**src/rtl/glyph_renderer.sv**
```systemverilog
// glyph_renderer: renders NUM_GLYPHS cell-grid bitmap glyphs onto the VGA raster as 24-bit RGB.
// Ports: clk9MHz/rst_n (async active-low) clock and reset; start enables output (else black);
// vgaCount/lineCount raster position; glyphPixels/fgColor/bgColor/blinkEn load data offered with
// loadValid and taken while loadReady; redPixels/greenPixels/bluePixels pixel colour two clocks
// after the raster position; frameDone pulses with the last pixel of the glyph area.
module glyph_renderer #(
  parameter int NUM_GLYPHS   = 4,
  parameter int GRID_W       = 5,
  parameter int GRID_H       = 5,
  parameter int CELL_W       = 50,
  parameter int CELL_H       = 50,
  parameter int X_ORIGIN     = 44,
  parameter int Y_ORIGIN     = 0,
  parameter int BLINK_FRAMES = 30
) (
  input  logic                                 clk9MHz,
  input  logic                                 rst_n,
  input  logic                                 start,
  input  logic [9:0]                           vgaCount,
  input  logic [8:0]                           lineCount,
  input  logic [NUM_GLYPHS*GRID_W*GRID_H-1:0]  glyphPixels,
  input  logic [23:0]                          fgColor,
  input  logic [23:0]                          bgColor,
  input  logic                                 blinkEn,
  input  logic                                 loadValid,
  output logic                                 loadReady,
  output logic [7:0]                           redPixels,
  output logic [7:0]                           greenPixels,
  output logic [7:0]                           bluePixels,
  output logic                                 frameDone
);
  localparam int TOT = NUM_GLYPHS*GRID_W*GRID_H;
  localparam int IW  = $clog2(TOT);
  localparam int XSW = $clog2(CELL_W+1);
  localparam int YSW = $clog2(CELL_H+1);
  localparam int CLW = $clog2(GRID_W+1);
  localparam int GLW = $clog2(NUM_GLYPHS+1);
  localparam int RWW = $clog2(GRID_H+1);
  localparam int BFW = $clog2(BLINK_FRAMES+1);

  logic [TOT-1:0] pend_bits, act_bits, eff_bits;
  logic [23:0]    pend_fg, pend_bg, act_fg, act_bg, eff_fg, eff_bg, s1_fg, s1_bg;
  logic           pend_blink, act_blink, eff_blink, full;
  logic [8:0]     line_q;
  logic [XSW-1:0] xsub, cx_sub, nx_sub;
  logic [CLW-1:0] xcol, cx_col, nx_col;
  logic [GLW-1:0] xgl, cx_gl, nx_gl;
  logic [YSW-1:0] ysub, cy_sub;
  logic [RWW-1:0] ycell, cy_cell;
  logic [BFW-1:0] bcnt;
  logic           phase, eff_phase, fs, commit, accept, hin, vin, xs_wrap, col_wrap, y_step, last;
  logic [IW-1:0]  idx;
  logic           s1_on, s1_bit, s1_last;

  assign loadReady = !full;

  // The cx_*/cy_* values are the tracking state as seen by the pixel currently on the inputs:
  // origin crossings and line changes are folded in combinationally so that counter values at
  // cycle n land in RGB at exactly n+2. Likewise eff_* let a commit cover its own frameStart pixel.
  always_comb begin
    fs        = vgaCount == '0 && lineCount == '0;
    commit    = fs && full;
    accept    = loadValid && !full;
    eff_bits  = commit ? pend_bits : act_bits;
    eff_fg    = commit ? pend_fg : act_fg;
    eff_bg    = commit ? pend_bg : act_bg;
    eff_blink = commit ? pend_blink : act_blink;
    eff_phase = fs && bcnt == BFW'(BLINK_FRAMES-1) ? !phase : phase;
    cx_sub    = vgaCount == 10'(X_ORIGIN) ? '0 : xsub;
    cx_col    = vgaCount == 10'(X_ORIGIN) ? '0 : xcol;
    cx_gl     = vgaCount == 10'(X_ORIGIN) ? '0 : xgl;
    hin       = cx_gl < GLW'(NUM_GLYPHS);
    xs_wrap   = cx_sub == XSW'(CELL_W-1);
    col_wrap  = cx_col == CLW'(GRID_W-1);
    nx_sub    = !hin ? cx_sub : xs_wrap ? '0 : cx_sub + 1'b1;
    nx_col    = !(hin && xs_wrap) ? cx_col : col_wrap ? '0 : cx_col + 1'b1;
    nx_gl     = hin && xs_wrap && col_wrap ? cx_gl + 1'b1 : cx_gl;
    // Counters stop once past the glyph area so the region stays outside until the next origin.
    y_step    = lineCount != line_q && ycell < RWW'(GRID_H);
    cy_sub    = lineCount == 9'(Y_ORIGIN) ? '0 : !y_step ? ysub :
                ysub == YSW'(CELL_H-1) ? '0 : ysub + 1'b1;
    cy_cell   = lineCount == 9'(Y_ORIGIN) ? '0 :
                y_step && ysub == YSW'(CELL_H-1) ? ycell + 1'b1 : ycell;
    vin       = cy_cell < RWW'(GRID_H);
    last      = hin && vin && cx_gl == GLW'(NUM_GLYPHS-1) && col_wrap && xs_wrap &&
                cy_cell == RWW'(GRID_H-1) && cy_sub == YSW'(CELL_H-1);
    // Bitmap is MSB-first: glyph 0 top-left cell is the top bit.
    idx       = IW'(TOT - 1 - (int'(cx_gl)*GRID_W*GRID_H + int'(cy_cell)*GRID_W + int'(cx_col)));
  end

  always_ff @(posedge clk9MHz or negedge rst_n) begin
    if (!rst_n) begin
      pend_bits  <= '0;
      pend_fg    <= '0;
      pend_bg    <= '0;
      pend_blink <= 1'b0;
      full       <= 1'b0;
      act_bits   <= '0;
      act_fg     <= 24'hFFFFFF;
      act_bg     <= '0;
      act_blink  <= 1'b0;
      line_q     <= '0;
      xsub       <= '0;
      xcol       <= '0;
      xgl        <= '0;
      ysub       <= '0;
      ycell      <= '0;
      bcnt       <= '0;
      phase      <= 1'b0;
      s1_on      <= 1'b0;
      s1_bit     <= 1'b0;
      s1_fg      <= '0;
      s1_bg      <= '0;
      s1_last    <= 1'b0;
      {redPixels, greenPixels, bluePixels} <= '0;
      frameDone  <= 1'b0;
    end else begin
      if (accept) begin
        pend_bits  <= glyphPixels;
        pend_fg    <= fgColor;
        pend_bg    <= bgColor;
        pend_blink <= blinkEn;
      end
      full       <= accept ? 1'b1 : commit ? 1'b0 : full;
      act_bits   <= eff_bits;
      act_fg     <= eff_fg;
      act_bg     <= eff_bg;
      act_blink  <= eff_blink;
      line_q     <= lineCount;
      xsub       <= nx_sub;
      xcol       <= nx_col;
      xgl        <= nx_gl;
      ysub       <= cy_sub;
      ycell      <= cy_cell;
      bcnt       <= !fs ? bcnt : bcnt == BFW'(BLINK_FRAMES-1) ? '0 : bcnt + 1'b1;
      phase      <= eff_phase;
      s1_on      <= start && hin && vin;
      s1_bit     <= hin && vin && eff_bits[idx];
      s1_fg      <= eff_blink && eff_phase ? eff_bg : eff_fg;
      s1_bg      <= eff_bg;
      s1_last    <= last;
      {redPixels, greenPixels, bluePixels} <= !s1_on ? '0 : s1_bit ? s1_fg : s1_bg;
      frameDone  <= s1_last;
    end
  end
endmodule

```
**config.mk**
```make
export PLATFORM = sky130hd
export DESIGN_NAME = glyph_renderer
export DESIGN_NICKNAME = d
export VERILOG_FILES = /design/src/rtl/glyph_renderer.sv
export SDC_FILE = /design/constraint.sdc
export NUM_CORES = 1
export LEC_CHECK = 0
export CAP_MARGIN = 25
export CORE_MARGIN = 10
export CORE_UTILIZATION = 35
export DETAILED_ROUTE_END_ITERATION = 12
export PLACE_DENSITY = 0.66
export SLEW_MARGIN = 30
export SYNTH_ARGS = -nofsm -noshare
export SYNTH_HDL_FRONTEND = slang
export SYNTH_SLANG_ARGS = --single-unit
export TNS_END_PERCENT = 50
```
**constraint.sdc**
```tcl
create_clock -name clk9MHz -period 12.1 [get_ports clk9MHz]
set_input_delay 3.63 -clock clk9MHz [delete_from_list [all_inputs] [get_ports clk9MHz]]
set_output_delay 3.63 -clock clk9MHz [all_outputs]
set_load 0.02 [all_outputs]
```
-- Yosys cells after proc, flatten, opt, wreduce, memory -nomap -nowiden
Index checks and enable logic that the tools add are counted.
- memory bits (writable): 0
- bits in latches: 0
- input port bits: 172
- bits in registers: 387
- memories kept: 0
- bits in read-only memories: 0
- $add $sub $neg: 9
- divide/modulo/power cells: 0
- shift operators: 0
- multipliers: 3
- reduce and logical (&&, ||, !) cells: 23
- muxes and demuxes: 26
- $lt $le $gt $ge: 4
- equality and inequality tests: 9
- bitwise gates (word level): 0
- operators with widths (operator ; count):
    $mux 24 ; 5
    $mux 100 ; 1
    $mux 6 ; 6
    $mux 3 ; 7
    $eq 6x6->1 const B ; 3
    $logic_and 1x1->1 ; 18
    $add 6x1->6 const B ; 2
    $mul 3x3->6 const B ; 2
    $eq 10x6->1 const B ; 1
    $logic_not 10->1 ; 1
    $add 3x1->3 const B ; 3
    $logic_not 9->1 ; 1
    $lt 3x3->1 const B ; 3
    $ne 9x9->1 ; 1
    $lt 7x8->1 const B ; 1
    $add 7x3->7 ; 1
    $add 7x6->7 ; 1
    $bmux 1 s7 ; 1
    $mul 6x3->7 const B ; 1
    $sub 7x7->7 const A ; 1
    $eq 3x3->1 const B ; 2
    $add 5x1->5 const B ; 1
    $eq 5x5->1 const B ; 1
    $mux 1 ; 5
    4 further kinds ; 5

-- Longest topological paths before layout
- depth in word-level cells: 12
- depth in mapped cells: 25
- depth with buffers taken out: 25

-- Least setup slack after synthesis
No wires, ideal clock.
- path kind: input to register
- start point: in lineCount[8]
- end point: reg s1_bit
- path slack: 3.361 ns
- stages: 22
- required time: 11.964 ns
- arrival: 8.603 ns
- library setup time: 0.136 ns
- path through: xor2_1 > nor4_1 > a32o_1 > nand2b_1 > xor2_1 > or2_2 > inv_1 > ha_1 > inv_1 > fa_1 > inv_1 > fa_1 > inv_1 > fa_1 > fa_1 > inv_1 > or3_1 > a311oi_1 > a2111oi_1 > a41o_1 > o32ai_2 > a221oi_2
- word-level cells in the longest chain between the ends: 12
- elaborated cells between the ends (all ways): 18
- RTL lines (element ; line ; RTL):
    start, declared ; 20 ; input logic [8:0] lineCount,
    $ne 9x9->1 ; 79 ; y_step = lineCount != line_q && ycell < RWW'(GRID_H);
    $logic_and 1x1->1 ; 79 ;
    $logic_and 1x1->1 ; 83 ; y_step && ysub == YSW'(CELL_H-1) ? ycell + 1'b1 : ycell;
    $mux 3 ; 83 ;
    $mux 3 * ; 82 ; cy_cell = lineCount == 9'(Y_ORIGIN) ? '0 :
    net cy_cell[0] ; 49 ; logic [RWW-1:0] ycell, cy_cell;
    $mul 3x3->6 ; 88 ; idx = IW'(TOT - 1 - (int'(cx_gl)*GRID_W*GRID_H + int'(cy_cell)*GRID_W + int'(cx_col)));
    $add 7x6->7 ; 88 ;
    $add 7x3->7 ; 88 ;
    $sub 7x7->7 ; 88 ;
    $bmux 1 s7 ; 138 ; s1_bit <= hin && vin && eff_bits[idx];
    $mux 1 (not written as such) ; 138 ;
    $logic_and 1x1->1 * ; 138 ;
    end signal, assigned ; 138 ;
    end, declared ; 53 ; logic s1_on, s1_bit, s1_last;
The timed path passes the listed nets; every way through them passes the cells marked *. The select of a mux whose other input is x is not followed.
A chain may end at the register's enable or synchronous reset.

-- Final worst setup path
- start point: in vgaCount[7]
- end point: reg s1_bit
- word-level cells in the longest chain between the ends: 10
- elaborated cells between the ends (all ways): 17
- RTL lines (element ; line ; RTL):
    start, declared ; 19 ; input logic [9:0] vgaCount,
    $eq 10x6->1 ; 70, 71 ;
    $mux 3 ; 71 ; cx_gl = vgaCount == 10'(X_ORIGIN) ? '0 : xgl;
    $mul 3x3->6 ; 88 ;
    $mul 6x3->7 ; 88 ;
    $add 7x6->7 ; 88 ;
    $add 7x3->7 ; 88 ;
    $sub 7x7->7 ; 88 ;
    $bmux 1 s7 ; 138 ;
    $mux 1 (not written as such) ; 138 ;
    $logic_and 1x1->1 * ; 138 ;
Every way passes the cells marked *; elsewhere a longest branch is shown, timed or not. The select of a mux whose other input is x is not followed.

==> key figures <==
Run status
  – Outcome: complete, no violations

Worst setup path
  – CP max-delay cell: fa_1
  – Worst reg2reg setup slack: 5840 ps
  – Startpoint types: input port
  – CP max stage delay: 900 ps
  – Crit-path max FO: 14
  – Critical Path AT: 9960 ps
  – CP Cell Sequence: clkdlybuf4s50_1, or4_4, nor2_4, nand4_1, nand2_1, inv_1, ha_1, ha_1, ha_1, fa_1, inv_1, fa_1, fa_1, inv_1, or3_1, a311oi_1, o21ai_0, a41o_1, o32ai_2, a221oi_2
  – Crit path capture type: flop
  – Critical path class: in2reg
  – Critical Path RT: 12540 ps

Synthesis
  – Synth area leaders: dfrtp_1 (53%), mux2_2 (10%), nand2_1 (9.1%)
  – Ys Warns: 0
  – Syn avg cell area: 11.2 sq um
  – Syn nets: 1740
  – Post-Synthesis Cells: 1530
  – Ys flop type: dfrtp_1
  – Post-synth top cells: nand2_1 (413), dfrtp_1 (363), mux2_2 (153), nor2_1 (59)
  – Post-synth ARST share: 100%
  – Most frequent cell after synthesis: nand2_1
  – Flops & latches, synth: 387
  – Distinct cells, synth: 69
  – Post-Syn Area: 17100 sq um
  – Register area share after synthesis: 56.7%
  – EDFF count, synth: 0
  – Synth top area share: 53.0%
  – Synth area leader: dfrtp_1

Routing
  – Iteration-0 DRC Markers: 790
  – Residual DRC: 0
  – DR pass1 iterations: 4
  – DRT antenna net count: 0
  – Per-cell routed wire length: 18.4 um
  – Vias: 11800
  – Drt via density: 4.98
  – DRT Wirelength: 43.4 mm

Clock network
  – CTS Hold Bufs: 0
  – H-tree levels: 2
  – Worst-path clk slew: 60 ps
  – Post-CTS sizing: 0
  – Worst-skew pair later-pin latency: 580 ps
  – CTS Buf Count: 44
  – Post-CTS Setup Inserts: 0
  – Root Buffer: clkbuf_16
  – CTS tree: done
  – Clock tree sinks: 387
  – Max clock buf depth: 3

STA
  – Slew margin rel.: 36.6%
  – # setup viols final: 0
  – Fmax: 0.105 GHz
  – Setup slack after layout: 2570 ps
  – Final Hold Vio Count: 0
  – Final Critical Period: 9530 ps
  – Worst-margin pin slew: 949 ps
  – Setup Skew: 35.6 ps
  – Crit share post-route: 78.7%
  – Unrepaired setup endpoints after global routing: no
  – Fin. max-slew vios: 0
  – Setup tns final: 0 ps

GRT
  – Global-route wire length before repair: 68.7 mm
  – Global route total overflow: 0
  – Largest net degree at the start of global routing: 183
  – Vias in the first global route: 12300
  – Initial antenna violation count: 4
  – Total GRT Usage: 14.9%

Power and ir drop
  – Switch Pwr: 1.20 mW
  – Clock network power share: 35.8%
  – Worst vdd rail ir drop: 0.000154 V
  – Sw Ratio: 31.6%
  – Power Density: 179 nW/um^2
  – Comb power frac: 25.9%
  – Seq pwr share: 38.3%
  – Leakage: 10.0 nW
  – Internal: 2.59 mW

Placed design
  – GPL Wtd Cong: 0.845
  – Post-DP HPWL: 29.7 mm
  – Place WS: 2050 ps
  – Port Buf Inserts: 197

Finish
  – Fraction of layout cells with a size suffix above 1: 16.7%
  – Fin util: 43.5%
  – Fillers: 4540
  – Nets: 1914
  – Synth-to-layout area growth: 23.6%

Hold path
  – Hold Crit Class: reg2reg

Die
  – Row Count: 81
  – Die Ht: 241 um
  – Die W: 241 um
  – Initial Util: 35.2%
  – Die area: 58200 sq um
  – Core box area: 48600 sq um
  – I/O pin cnt: 198

Flow run
  – Maxcap violations: 0
==> power by group through the flow <==
stage	registers [mW]	clock network, mW	logic (mW)
5_1_grt	1.46	1.45	1.07
4_1_cts	1.45	1.39	0.983
3_5_place_dp	1.47	0	0.979
2_1_floorplan	1.44	0	0.679
6_report	1.45	1.35	0.981
3_3_place_gp	1.47	0	0.957
==> metrics by stage <==
step	instance area, sq um	hold slack [ps]	power, mW	instances
6_report	21200	368	3.78	2361
4_1_cts	21100	366	3.82	2359
2_1_floorplan	17100	331	2.12	1530
3_3_place_gp	19600	342	2.42	2278
3_5_place_dp	19700	353	2.45	2279
5_1_grt	21200	381	3.97	2361
==> cells in the final DEF (no fill, tap or decap), drive strengths merged, types with 6 or more instances in the layout <==
cell type / instances
ha: 28
o2111ai: 6
a21oi: 11
fa: 10
xor2: 18
clkinv: 11
buf: 15
inv: 52
mux2i: 39
dfrtp: 363
o211ai: 11
a31oi: 38
xnor2: 9
nand3: 39
mux4: 18
nor4: 7
nor2b: 28
clkdlybuf4s50: 196
nand4: 7
nor3: 11
and3: 7
dfstp: 24
mux2: 153
a211oi: 6
nor2: 60
a21o: 8
o21ai: 17
clkbuf: 63
nand2: 416
==> kinds of logic after synthesis <==
group | Yosys count | synth area share, %
and+or+nand+nor | 598 | 14.9
buffers and inverters | 135 | 3.37
AOI/OAI and AO/OA | 134 | 5.56
DFF | 387 | 56.7
xor gates and xnor gates | 27 | 1.38
adders and majority gates | 39 | 3.27
muxes | 210 | 14.7
==> worst max-delay path: cells and delay by family <==
kind / cells / cell delay (ps)
AOI/OAI and AO/OA: 5 / 950
adders and majority gates: 6 / 2720
buffers and inverters: 4 / 830
and+or+nand+nor: 5 / 1830
==> final cells by class <==
type | instances | area (sq um) | share of cell area (%)
Sequential cell | 387 | 9710 | 45.9
Timing Repair Buffer | 211 | 2150 | 10.2
Inverter | 52 | 195 | 0.922
Multi-Input combinational cell | 1008 | 6850 | 32.4
Clock buffer | 63 | 1220 | 5.78
Clock inverter | 17 | 253 | 1.19
Antenna cell | 1 | 2.50 | 0.0118
Tap cell | 622 | 778 | 3.68
==> metal layers <==
layer | routed length [um] | GRT usage (%) | share of wire, %
met1 | 19300 | 19.1 | 45
met2 | 20500 | 24.1 | 47
met3 | 2290 | 3.38 | 5.3
met4 | 1320 | 5.51 | 3.0
met5 | 37 | 0 | 0.085
==> sequential cells by signal (all words and copies together), names as in the netlist, 3 cells and up <==
register / flops
act_fg: 24
bluePixels: 8
redPixels: 8
xcol: 3
pend_bits: 100
ycell: 3
greenPixels: 8
bcnt: 5
pend_bg: 24
act_bits: 100
s1_bg: 24
ysub: 6
xgl: 3
xsub: 6
s1_fg: 24
line_q: 9
pend_fg: 24
==> worst paths after layout <==
path / from / cells past startpoint / end
worst max-delay path: vgaCount[7] / 20 / s1_bit$_DFF_PN0_
worst min-delay path: s1_last$_DFF_PN0_ / 0 / frameDone$_DFF_PN0_
worst max register to register: line_q[8]$_DFF_PN0_ / 22 / s1_bit$_DFF_PN0_
worst min register to register: s1_last$_DFF_PN0_ / 0 / frameDone$_DFF_PN0_
max in group asynchronous: rst_n / 3 / pend_fg[2]$_DFFE_PN0P_
min in group asynchronous: rst_n / 1 / pend_bits[79]$_DFFE_PN0P_
Power figures use the tool's default switching activity.
